$ cat config.mk
export PLATFORM = sky130hd
export DESIGN_NAME = multicycle_control
export DESIGN_NICKNAME = d
export VERILOG_FILES = /design/src/rtl/control_pkg.sv /design/src/rtl/control_mem_watchdog.sv /design/src/rtl/multicycle_control.sv
export SDC_FILE = /design/constraint.sdc
export NUM_CORES = 1
export LEC_CHECK = 0
export ABC_AREA = 1
export CAP_MARGIN = 20
export CORE_AREA = 2 2 83 65
export CTS_BUF_LIST = sky130_fd_sc_hd__clkbuf_8
export CTS_CLUSTER_SIZE = 24
export DETAILED_ROUTE_END_ITERATION = 6
export DIE_AREA = 0 0 85 67
export DONT_BUFFER_PORTS = 1
export GPL_ROUTABILITY_DRIVEN = 0
export MAX_ROUTING_LAYER = met4
export PLACE_DENSITY = 0.78
export SLEW_MARGIN = 20
export SYNTH_ARGS = -nofsm -noshare
export SYNTH_HDL_FRONTEND = slang
export SYNTH_SLANG_ARGS = --single-unit
$ cat constraint.sdc
create_clock -name clk -period 1.6 [get_ports clk]
set_clock_uncertainty 0.2 [all_clocks]
set_input_delay 0.16 -clock clk [delete_from_list [all_inputs] [get_ports clk]]
set_output_delay 0.16 -clock clk [all_outputs]
set_load 0.03 [all_outputs]
$ cat src/rtl/control_pkg.sv
// Shared types and encodings for the multicycle RV64 main control FSM.
package control_pkg;

  typedef enum logic [3:0] {
    S_INIT     = 4'd0,
    S_FETCH    = 4'd1,
    S_DECODE   = 4'd2,
    S_MEM_ADDR = 4'd3,
    S_MEM_RD   = 4'd4,
    S_MEM_WB   = 4'd5,
    S_MEM_WR   = 4'd6,
    S_EXEC     = 4'd7,
    S_ALU_WB   = 4'd8,
    S_BRANCH   = 4'd9,
    S_TRAP     = 4'd10
  } state_t;

  localparam logic [6:0] OP_R   = 7'b0110011;
  localparam logic [6:0] OP_I   = 7'b0010011;
  localparam logic [6:0] OP_LD  = 7'b0000011;
  localparam logic [6:0] OP_SD  = 7'b0100011;
  localparam logic [6:0] OP_BEQ = 7'b1100011;

  localparam logic [1:0] ALU_ADD = 2'b00;
  localparam logic [1:0] ALU_SUB = 2'b01;
  localparam logic [1:0] ALU_RFN = 2'b10;
  localparam logic [1:0] ALU_IFN = 2'b11;

  localparam logic [1:0] SRC_B_RS2  = 2'b00;
  localparam logic [1:0] SRC_B_FOUR = 2'b01;
  localparam logic [1:0] SRC_B_IMM  = 2'b10;
  localparam logic [1:0] SRC_B_BOFF = 2'b11;

  function automatic logic is_legal(input logic [6:0] op);
    logic ok;
    case (op)
      OP_R, OP_I, OP_LD, OP_SD, OP_BEQ: ok = 1'b1;
      default:                          ok = 1'b0;
    endcase
    return ok;
  endfunction

endpackage

$ cat src/rtl/control_mem_watchdog.sv
// Counts consecutive stalled memory cycles; fire marks the LIMIT-th stalled cycle.
// LIMIT = 0 disables the watchdog entirely.
module control_mem_watchdog #(
  parameter int LIMIT = 16
) (
  input  logic clk,
  input  logic rst_n,
  input  logic active,
  input  logic ready,
  output logic fire
);

  localparam int CW = (LIMIT > 1) ? $clog2(LIMIT) : 1;

  logic [CW-1:0] cnt_q;
  logic [CW-1:0] cnt_d;

  // Stall counter next value and limit compare; a ready cycle always clears.
  always_comb begin
    cnt_d = '0;
    fire  = 1'b0;
    if (LIMIT == 0) begin
      cnt_d = '0;
      fire  = 1'b0;
    end else if (active && !ready) begin
      if (cnt_q == CW'(LIMIT - 1)) begin
        fire  = 1'b1;
        cnt_d = '0;
      end else begin
        cnt_d = cnt_q + CW'(1);
      end
    end else begin
      cnt_d = '0;
    end
  end

  // Stall counter register.
  always_ff @(posedge clk or negedge rst_n) begin
    if (!rst_n) begin
      cnt_q <= '0;
    end else begin
      cnt_q <= cnt_d;
    end
  end

endmodule

$ cat src/rtl/multicycle_control.sv
// Multicycle RV64 main control FSM with memory watchdog and retire counter.
// Optional: CONTROL_ILLEGAL_TRAP_EN traps on illegal opcodes instead of retiring them as NOPs.
module multicycle_control
  import control_pkg::*;
#(
  parameter int RETIRE_CNT_W    = 32,
  parameter int MEM_TIMEOUT_CYC = 16
) (
  input  logic                    clk,
  input  logic                    rst_n,
  input  logic [6:0]              opcode,
  input  logic                    mem_ready,
  output logic                    mem_read,
  output logic                    mem_write,
  output logic                    i_or_d,
  output logic                    ir_write,
  output logic                    pc_write,
  output logic                    pc_write_cond,
  output logic                    pc_source,
  output logic                    alu_src_a,
  output logic [1:0]              alu_src_b,
  output logic [1:0]              alu_op,
  output logic                    mem_to_reg,
  output logic                    reg_write,
  output logic                    retire,
  output logic [RETIRE_CNT_W-1:0] retire_cnt,
  output logic                    halted,
  output logic                    mem_timeout,
  output logic                    illegal_op,
  output logic [3:0]              state
);

  state_t                  state_q, state_d;
  logic [RETIRE_CNT_W-1:0] retire_cnt_q, retire_cnt_d;
  logic                    mem_timeout_q, mem_timeout_d;
  logic                    wd_active, wd_fire;

  assign wd_active = (state_q == S_FETCH) || (state_q == S_MEM_RD) || (state_q == S_MEM_WR);

  control_mem_watchdog #(.LIMIT(MEM_TIMEOUT_CYC)) u_wd (
    .clk    (clk),
    .rst_n  (rst_n),
    .active (wd_active),
    .ready  (mem_ready),
    .fire   (wd_fire)
  );

  // Next-state and Moore control decode; only fetch strobes and store retire see mem_ready.
  always_comb begin
    state_d       = state_q;
    mem_read      = 1'b0;
    mem_write     = 1'b0;
    i_or_d        = 1'b0;
    ir_write      = 1'b0;
    pc_write      = 1'b0;
    pc_write_cond = 1'b0;
    pc_source     = 1'b0;
    alu_src_a     = 1'b0;
    alu_src_b     = SRC_B_RS2;
    alu_op        = ALU_ADD;
    mem_to_reg    = 1'b0;
    reg_write     = 1'b0;
    retire        = 1'b0;
    halted        = 1'b0;
    case (state_q)
      S_INIT: state_d = S_FETCH;
      S_FETCH: begin
        mem_read  = 1'b1;
        alu_src_b = SRC_B_FOUR;
        ir_write  = mem_ready;
        pc_write  = mem_ready;
        if (mem_ready)    state_d = S_DECODE;
        else if (wd_fire) state_d = S_TRAP;
        else              state_d = S_FETCH;
      end
      S_DECODE: begin
        alu_src_b = SRC_B_BOFF;
        case (opcode)
          OP_LD, OP_SD: state_d = S_MEM_ADDR;
          OP_R, OP_I:   state_d = S_EXEC;
          OP_BEQ:       state_d = S_BRANCH;
          default: begin
`ifdef CONTROL_ILLEGAL_TRAP_EN
            state_d = S_TRAP;
`else
            retire  = 1'b1;
            state_d = S_FETCH;
`endif
          end
        endcase
      end
      S_MEM_ADDR: begin
        alu_src_a = 1'b1;
        alu_src_b = SRC_B_IMM;
        if (opcode == OP_LD) state_d = S_MEM_RD;
        else                 state_d = S_MEM_WR;
      end
      S_MEM_RD: begin
        mem_read = 1'b1;
        i_or_d   = 1'b1;
        if (mem_ready)    state_d = S_MEM_WB;
        else if (wd_fire) state_d = S_TRAP;
        else              state_d = S_MEM_RD;
      end
      S_MEM_WB: begin
        reg_write  = 1'b1;
        mem_to_reg = 1'b1;
        retire     = 1'b1;
        state_d    = S_FETCH;
      end
      S_MEM_WR: begin
        mem_write = 1'b1;
        i_or_d    = 1'b1;
        retire    = mem_ready;
        if (mem_ready)    state_d = S_FETCH;
        else if (wd_fire) state_d = S_TRAP;
        else              state_d = S_MEM_WR;
      end
      S_EXEC: begin
        alu_src_a = 1'b1;
        if (opcode == OP_R) begin
          alu_src_b = SRC_B_RS2;
          alu_op    = ALU_RFN;
        end else begin
          alu_src_b = SRC_B_IMM;
          alu_op    = ALU_IFN;
        end
        state_d = S_ALU_WB;
      end
      S_ALU_WB: begin
        reg_write = 1'b1;
        retire    = 1'b1;
        state_d   = S_FETCH;
      end
      S_BRANCH: begin
        alu_src_a     = 1'b1;
        alu_src_b     = SRC_B_RS2;
        alu_op        = ALU_SUB;
        pc_write_cond = 1'b1;
        pc_source     = 1'b1;
        retire        = 1'b1;
        state_d       = S_FETCH;
      end
      S_TRAP: begin
        halted  = 1'b1;
        state_d = S_TRAP;
      end
      default: state_d = S_TRAP;
    endcase
  end

  // Retire counter and sticky watchdog flag next values.
  always_comb begin
    if (retire) retire_cnt_d = retire_cnt_q + RETIRE_CNT_W'(1);
    else        retire_cnt_d = retire_cnt_q;
    mem_timeout_d = mem_timeout_q | wd_fire;
  end

  // State, counter and sticky flag registers.
  always_ff @(posedge clk or negedge rst_n) begin
    if (!rst_n) begin
      state_q       <= S_INIT;
      retire_cnt_q  <= '0;
      mem_timeout_q <= 1'b0;
    end else begin
      state_q       <= state_d;
      retire_cnt_q  <= retire_cnt_d;
      mem_timeout_q <= mem_timeout_d;
    end
  end

`ifdef CONTROL_ILLEGAL_TRAP_EN
  logic illegal_op_q, illegal_op_d;

  // Sticky illegal-opcode flag, set when DECODE sees an unknown opcode.
  always_comb begin
    if (state_q == S_DECODE && !is_legal(opcode)) illegal_op_d = 1'b1;
    else                                          illegal_op_d = illegal_op_q;
  end

  // Illegal-opcode flag register.
  always_ff @(posedge clk or negedge rst_n) begin
    if (!rst_n) illegal_op_q <= 1'b0;
    else        illegal_op_q <= illegal_op_d;
  end

  assign illegal_op = illegal_op_q;
`else
  assign illegal_op = 1'b0;
`endif

  assign retire_cnt  = retire_cnt_q;
  assign mem_timeout = mem_timeout_q;
  assign state       = state_q;

endmodule

* Yosys cells after proc, flatten, opt, wreduce, memory -nomap -nowiden *
Index checks and enable logic that the tools add are counted.

word-level totals
  register bits = 41
  bits in latches = 0
  RAM bits = 0
  memory bits (read-only) = 0
  bits of input ports = 10
  output and inout port bits = 54
  logic and storage cells = 65
  memories kept = 0

operators by class
  add/subtract/negate cells = 2
  multiply operators = 0
  div/mod/pow operators = 0
  order comparisons = 0
  equality and inequality tests = 16
  shifts and indexed selects = 0
  mux-type cells = 28
  bitwise gates (word level) = 1
  reductions and logical operators = 14

operators by type and width
  kind                                           count
  adder 32 x 1 -> 32 bit, second input constant  1
  two-way mux 4 bit                              8
  one-hot mux 4 bit (7 select lines)             1
  == test 4 x 3 -> 1 bit, second input constant  4
  == test 4 bit, second input constant           4
  == test 7 x 6 -> 1 bit, second input constant  2
  two-way mux 1 bit                              13
  one-hot mux 4 bit (3 select lines)             1
  OR reduction 2 bit                             5
  == test 4 x 2 -> 1 bit, second input constant  2
  one-hot mux 2 bit (4 select lines)             1
  == test 7 x 2 -> 1 bit, second input constant  1
  == test 7 x 5 -> 1 bit, second input constant  1
  == test 7 bit, second input constant           1
  OR reduction 3 bit                             2
  OR reduction 5 bit                             1
  adder 4 x 1 -> 4 bit, second input constant    1
  == test 4 x 1 -> 1 bit, second input constant  1
  logical NOT 4 bit                              1
  two-way mux 2 bit                              2
  one-hot mux 2 bit (2 select lines)             1
  OR reduction 4 bit                             1
  one-hot mux 1 bit (3 select lines)             1
  logical OR 1 bit                               2
  3 further kinds                                3

* Longest topological paths before layout *
Gate-level depths: netlist (run 1).

  depth in word-level cells = 8
  depth in mapped cells = 10
  gate-level depth less buffers = 10

* Cells and area by module *
From an unflattened synthesis (run 1), not the netlist that was laid out.

unflattened totals
  cells, all modules = 454
  area, all modules = 2864.0 um^2

modules (own cells, without submodules)
  module                times used  cells each  area each (um^2)  sequential area each (um^2)
  multicycle_control    1           433         2677.6            925.9
  control_mem_watchdog  1           21          186.4             100.1

* Worst setup path after synthesis (run 1) *
Ideal clock, no wire load.

  path kind = reg2out
  start point = register state_q[0] (netlist: state[0])
  end point = output port alu_src_b[1]
  data arrival time = 1.763 ns
  required time = 1.240 ns
  path slack = -0.523 ns
  stages on the path, launching flop included = 5
  buffers on the path = 0
  path through = dfrtp_1 > nand2_1 > nor2_1 > nand2_1 > o21ai_0

between the ends
  cells in the longest elaborated chain, start to end = 2
  elaborated cells between the ends (all ways) = 5
  classes of those cells = eq/ne (4); mux (1)

RTL lines
  what                                            RTL line                   text
  start: declaration                              multicycle_control.sv:33   state_t state_q, state_d;
  start signal: assignment                        multicycle_control.sv:166  state_q <= state_d;
  == test 4 x 3 -> 1 bit (tied with other cells)  multicycle_control.sv:65   case (state_q)
  one-hot mux 2 bit (4 select lines) (*)          multicycle_control.sv:65
  end: declaration                                multicycle_control.sv:21   output logic [1:0] alu_src_b,

Every way passes the cells marked *; elsewhere a longest branch is shown, timed or not.

* Worst setup path in the final report (run 1) *
  start point = register retire_cnt_q[23] (netlist: retire_cnt[23])
  end point = register retire_cnt_q[28] (netlist: retire_cnt[28])

between the ends
  cells in the longest elaborated chain, start to end = 1

RTL lines
  what                      RTL line                   text
  start: declaration        multicycle_control.sv:34   logic [RETIRE_CNT_W-1:0] retire_cnt_q, retire_cnt_d;
  start signal: assignment  multicycle_control.sv:167  retire_cnt_q <= retire_cnt_d;
  adder 32 x 1 -> 32 bit    multicycle_control.sv:154  if (retire) retire_cnt_d = retire_cnt_q + RETIRE_CNT_W'(1);

Every way passes these cells.
A chain may end at the register's enable or synchronous reset.

==> qor.yml, run 1 <==
synthesis:
  synth_fp_nets: 464
  ys_types: 25
  synth_area_leader_cell: "dfrtp_1"
  ys_warn_count: 0
  yosysSeqAreaShare_pct: 35.75
  syn-cell-area_mm2: 0.002870
  synthTopCellsByArea: "dfrtp_1 (36%), nand2_1 (25%), nand3_1 (10%)"
  synth_seq_cells: 41
  synth-edff-count: 0
  async_flop_share_pct: 100.0
  syn_avg_cell_area_um2: 6.350
  synth_ff_type: "dfrtp_1"
  yosysTopAreaCellShare_pct: 35.75
  synthCells: 452
worst_setup_path:
  path_common_cell: "nand2_1"
  crit_path_start_kind: "flip-flop"
  critical_path_arrival_ns: 2.14
  endpoint_kind: "flip-flop"
  crit_required_ns: 1.61
  crit_type: "reg -> reg"
  critPathMaxFanout: 6
  critPathSlowestCell: "nor2_1"
  cp_cell_sequence: "nand2_1 > nor2_2 > nand2_1 > nor2_1 > nand2_1 > nand2_1 > nand2_1 > nand2_1 > nand2_1"
  slowest_delay_ns: 0.50
cells_and_area:
  multi_input_area_mm2: 0.001918
  nNetsFinal: 572
  seqCellArea_mm2: 0.001036
  finalNonFillerCells: 621
  mostFrequentLayoutCell: "nand2_1"
  layout_common_cells: "nand2_1 (168), buf_4 (80), nor2_1 (50), nand3_1 (48), dfrtp_1 (33)"
  drive_above_1_share_pct: 34.76
  fill_cells: 194
  antenna_cells: 0
  synthToLayoutAreaGrowth_pct: 51.92
clocking:
  cts-buffers-inserted: 5
  clk_pin_slew_ns: 0.09
  tritoncts: "built"
  htree_levels: 2
  cts_root_buf: "clkbuf_8"
  cts.path.max_buffers: 2
  clock_sinks: 41
  clock_latency_ns: 0.32
run:
  drv_cap: 0
sta:
  relSlewSlack_pct: 60.45
  tightest_slew_ns: 0.5910
  rsz0062_at_grt: "true"
  timing.fmax_ghz: 0.4695
  fin_ws_ns: -0.5301
  post-route-min-period_ns: 2.130
  fin_crit_sh_pct: 133.1
  tns_ns: -18.38
  hold_slack_ns: 0.01026
  slew_violations: 0
  hold_viol: 0
  setup_viol: 57
pwr:
  pwr_density_cell_mw_per_mm2: 422.2
  p_leak_nw: 2.140
  pwr-share-seq_pct: 56.2
  sw_frac_of_total_pct: 25.99
  comb_power_share_pct: 3.2
  power.internal_mw: 1.362
  p_switching_uw: 478.5
  vdd_ir_drop_max_uv: 517.9
  clkPwrFrac_pct: 40.6
hold_path:
  hold_class: "in -> reg"
outcome:
  violations: "design-rule violations, negative setup slack"
  run_status: "finished with violations"
grt:
  grtUsageTotal_pct: 44.44
  grt_pass1_vias: 3743
  grt_max_degree: 42
  antenna_found_initial: 0
  grt_pass1_wl_um: 18690
  globalRouteOverflowTotal: 0
floorplan:
  io_pins: 64
  die_h_um: 67
  fp.coreArea_mm2: 0.004817
  die_width_um: 85
  row_count: 22
  die_area_mm2: 0.005695
  start_util_pct: 59.58
place:
  dp_hpwl_um: 6431
  pre_cts_ws_ns: -0.1561
  port_buffers: 0
  placed_cells: 588
drt:
  avgRoutedWirePerCell_um: 24.07
  vias: 4234
  drt_iter0_drc: 1158
  drtAntennaViolNets: 0
  wirelength_um: 14950
  drc: 417
  firstDrtPassIters: 7
  via_per_inst: 6.818
[logic make-up after synthesis]
logic type,share of synthesized area [%]
compound gates,1.351
xor+xnor,4.882
fa+ha+maj,0.8717
buf+inv,8.064
flops,35.75
other cells,0.1307
simple gates,48.95
[power by group through the flow]
stage          logic, mW  clock network [mW]  registers, mW
6_report          0.0593               0.747           1.04
5_1_grt           0.0660               0.757           1.04
4_1_cts           0.0576               0.713           1.03
3_5_place_dp      0.0157                   0           1.06
3_3_place_gp      0.0151                   0           1.06
2_1_floorplan     0.0150                   0           1.06
[timing repair]
action | CTS | global route
pin swaps | 10 | 10
gates resized for setup | 54 | 58
setup endpoints to repair | 51 | 57
hold endpoints to repair | 45 | 0
cloned | 4 | 0
hold buffers | 9 | 0
buffers inserted | 8 | 9
[routing by layer]
layer	share of wire, %	track usage, %	vias up
met5	0	-	-
met4	12	30.95	0
met3	17	15.24	230
met2	40	68.55	534
met1	31	48.80	1851
li1	-	-	1619
[layout make-up]
class | instances | share of cell area (%)
clock inverters | 3 | 0.5165
repair buffers | 113 | 24.96
flip-flops and latches | 41 | 23.76
clock buffers | 5 | 1.578
inverters | 38 | 3.472
well taps | 60 | 1.722
multi-input cells | 361 | 43.99
[final timing paths]
path / cells past startpoint / slack, ns / from / end
worst max register to register: 9 / -0.53 / retire_cnt[23] / retire_cnt[28]
min in group asynchronous: 2 / 0.09 / rst_n / retire_cnt[4]
worst min-delay path: 5 / 0.01 / opcode[6] / state[1]
worst min register to register: 1 / 0.28 / u_wd.cnt_q[0] / u_wd.cnt_q[0]
max in group asynchronous: 2 / 0.86 / rst_n / retire_cnt[24]
worst max-delay path: 9 / -0.53 / retire_cnt[23] / retire_cnt[28]
[cell usage after synthesis, types with 4 or more instances]
library cell,n
nand2_1,191
nor2_1,66
nand3_1,60
dfrtp_1,41
inv_1,35
xor2_1,10
xnor2_1,6
buf_2,5
nor3_1,5
o21ai_0,5
buf_4,4
[stage by stage]
step | cell area [um2] | util [%] | total power [mW]
after floorplan | 2923 | - | 1.071
after global placement | 3611 | 74.96 | 1.071
after detailed placement | 3611 | 74.96 | 1.072
after CTS | 4156 | 86.29 | 1.805
after global routing | 4360 | 90.52 | 1.859
final | 4360 | 90.52 | 1.841
[registers in the layout (all words and copies together) (netlist names)]
name         cells
retire_cnt      32
state            4
u_wd.cnt_q       4
mem_timeout      1
[worst max-delay path: cells and delay by family, from the launching register on]
kind | cells | cell delay [ns]
DFF | 1 | 0.45
and+or+nand+nor | 9 | 1.38
No activity file was read; power rests on OpenSTA's default activity.
==> run 2, diff against run 1 <==
--- a/config.mk
+++ b/config.mk
@@ -16,6 +16,7 @@
 export GPL_ROUTABILITY_DRIVEN = 0
 export MAX_ROUTING_LAYER = met4
 export PLACE_DENSITY = 0.78
+export RECOVER_POWER = 25
 export SLEW_MARGIN = 20
 export SYNTH_ARGS = -nofsm -noshare
 export SYNTH_HDL_FRONTEND = slang
==> qor.yml, run 2 (synthesis gave the netlist of run 1 again) <==
sta:
  timing.fmax_ghz: 0.4698  # was 0.4695 GHz
  hold_slack_ns: 0.01133  # was 0.01026 ns
  fin_crit_sh_pct: 133.0  # was 133.1%
  fin_ws_ns: -0.5286  # was -0.5301 ns
  slew_violations: 0  # unchanged
  relSlewSlack_pct: 35.92  # was 60.45%
  tightest_slew_ns: 0.9612  # was 0.5910 ns
  hold_viol: 0  # unchanged
  post-route-min-period_ns: 2.129  # was 2.130 ns
  setup_viol: 57  # unchanged
  rsz0062_at_grt: "true"  # unchanged
worst_setup_path:
  crit_path_start: "retire_cnt[7]"  # was retire_cnt[23]
  r2r_cells: 9  # unchanged
  crit_family: "simple AND/OR/NAND/NOR gates"  # unchanged
  reg2reg_slack_ns: -0.53  # about the same
  crit_buf_inv: 0  # unchanged
  r2r-start: "retire_cnt[7]"  # was retire_cnt[23]
  rr_endpoint: "retire_cnt[26]"  # was retire_cnt[28]
  path_common_cell: "nand2_1"  # unchanged
  crit_type: "reg -> reg"  # unchanged
  crit_required_ns: 1.61  # about the same
  critical_path_arrival_ns: 2.14  # about the same
  endpoint_kind: "flip-flop"  # unchanged
  critPathMaxFanout: 3  # was 6
  setup.worst_path.end: "retire_cnt[26]"  # was retire_cnt[28]
  cp_cell_sequence: "nand2_1 > nor2_2 > nand2_1 > nor2_1 > nand2_1 > nand2_1 > nand2_1 > nand2_1 > nand2_1"  # unchanged
  cp_num_cells: 9  # unchanged
  crit_path_start_kind: "flip-flop"  # unchanged
  critPathSlowestCell: "dfrtp_1"  # was nor2_1
  slowest_delay_ns: 0.43  # was 0.50 ns
place:
  dp_hpwl_um: 6431  # unchanged
  placed_cells: 588  # unchanged
  port_buffers: 0  # unchanged
outcome:
  run_status: "finished with violations"  # unchanged
  violations: "design-rule violations, negative setup slack"  # unchanged
floorplan:
  die_h_um: 67  # unchanged
  io_pins: 64  # unchanged
  fp.coreArea_mm2: 0.004817  # unchanged
  die_width_um: 85  # unchanged
  die_area_mm2: 0.005695  # unchanged
  start_util_pct: 59.58  # unchanged
  row_count: 22  # unchanged
drt:
  firstDrtPassIters: 7  # unchanged
  vias: 4235  # was 4,234
  wirelength_um: 14860  # was 14,950 um
  drt_iter0_drc: 1158  # unchanged
  drtAntennaViolNets: 0  # unchanged
  drc: 334  # was 417
  avgRoutedWirePerCell_um: 23.94  # was 24.07 um
  via_per_inst: 6.820  # was 6.818
pwr:
  pwr-share-seq_pct: 56.4  # was 56.2%
  pwr_density_cell_mw_per_mm2: 422.2  # about the same
  finalPower_mw: 1.835  # was 1.841 mW
  sw_frac_of_total_pct: 25.98  # was 25.99%
  power.internal_mw: 1.358  # was 1.362 mW
  clkPwrFrac_pct: 40.6  # about the same
  p_leak_nw: 2.135  # was 2.140 nW
  p_switching_uw: 476.7  # was 478.5 uW
  comb_power_share_pct: 3.0  # was 3.2%
  vdd_ir_drop_max_uv: 496.1  # was 517.9 uV
grt:
  grt_pass1_vias: 3743  # unchanged
  globalRouteOverflowTotal: 0  # unchanged
  grt_pass1_wl_um: 18690  # unchanged
  antenna_found_initial: 0  # unchanged
  grtUsageTotal_pct: 44.44  # unchanged
  grt_max_degree: 42  # unchanged
cells_and_area:
  layout_common_cells: "nand2_1 (168), buf_4 (80), nor2_1 (50), nand3_1 (48), dfrtp_1 (33)"  # unchanged
  fin_util_pct: 90.21  # was 90.52%
  drive_above_1_share_pct: 34.76  # unchanged
  largest_reg_flops: 32  # unchanged
  antenna_cells: 0  # unchanged
  synthToLayoutAreaGrowth_pct: 51.40  # was 51.92%
  nNetsFinal: 572  # unchanged
  finalNonFillerCells: 621  # unchanged
  mostFrequentLayoutCell: "nand2_1"  # unchanged
clocking:
  clock_latency_ns: 0.32  # about the same
  clock_sinks: 41  # unchanged
  htree_levels: 2  # unchanged
  cts-buffers-inserted: 5  # unchanged
  cts.path.max_buffers: 2  # unchanged
  tritoncts: "built"  # unchanged
  clk_pin_slew_ns: 0.09  # about the same
  cts_root_buf: "clkbuf_8"  # unchanged
run:
  drv_cap: 0  # unchanged
hold_path:
  hold_class: "in -> reg"  # unchanged
-- run 2: layout make-up --
class                      instances  area (um2)
clock inverter                     3       22.52
clock buffer                       5       68.82
sequential                        41        1036
multi-input combinational        361        1918
fill                             196       471.7
inverter                          38       151.4
timing repair buffer             113        1074
tap                               60       75.07
-- run 2: repair_timing --
action / CTS / global route
gates resized for setup: 54 / 58
buffers inserted: 8 / 9
hold buffers: 9 / 0
pin swaps: 10 / 10
setup endpoints to repair: 51 / 57
hold endpoints to repair: 45 / 0
cloned: 4 / 0
-- run 2: how the worst min path moves through the flow --
stage	end	slack [ns]	cells past startpoint	start
floorplan	mem_timeout	-0.34	0	rst_n
finish	state[1]	0.01	5	opcode[6]
global route	state[1]	0.07	5	opcode[6]
detailed placement	u_wd.cnt_q[2]	-0.33	0	rst_n
CTS	state[1]	0.01	5	opcode[6]
global placement	u_wd.cnt_q[2]	-0.33	0	rst_n
-- run 2: worst min-delay path, stage by stage --
cell	delay [ns]
inv_1	0.08
nand3_1	0.08
nand3_1	0.08
nor2_1	0.05
nand2_1	0.05
-- run 2: metrics by stage --
step / worst slack [ns] / cell area [um2] / TNS, ns
global route: -0.5971 / 4345 / -20.38
detailed placement: -0.1561 / 3611 / -4.233
global placement: -0.04833 / 3611 / -0.8504
floorplan: -0.2586 / 2923 / -8.820
CTS: -0.2914 / 4156 / -9.093
finish: -0.5286 / 4345 / -18.59
-- run 2: metal layers --
metal,part of all wire [%],routed length [um],track usage [%]
met3,17,2575,15.24
met2,40,6012,68.55
met4,12,1782,30.95
met1,30,4494,48.80
met5,0,0,-
-- run 2: power groups by stage --
stage	clock [mW]	combinational (mW)	sequential, mW
6_report	0.745	0.0544	1.04
5_1_grt	0.757	0.0609	1.04
4_1_cts	0.713	0.0576	1.03
3_5_place_dp	0	0.0157	1.06
3_3_place_gp	0	0.0151	1.06
2_1_floorplan	0	0.0150	1.06
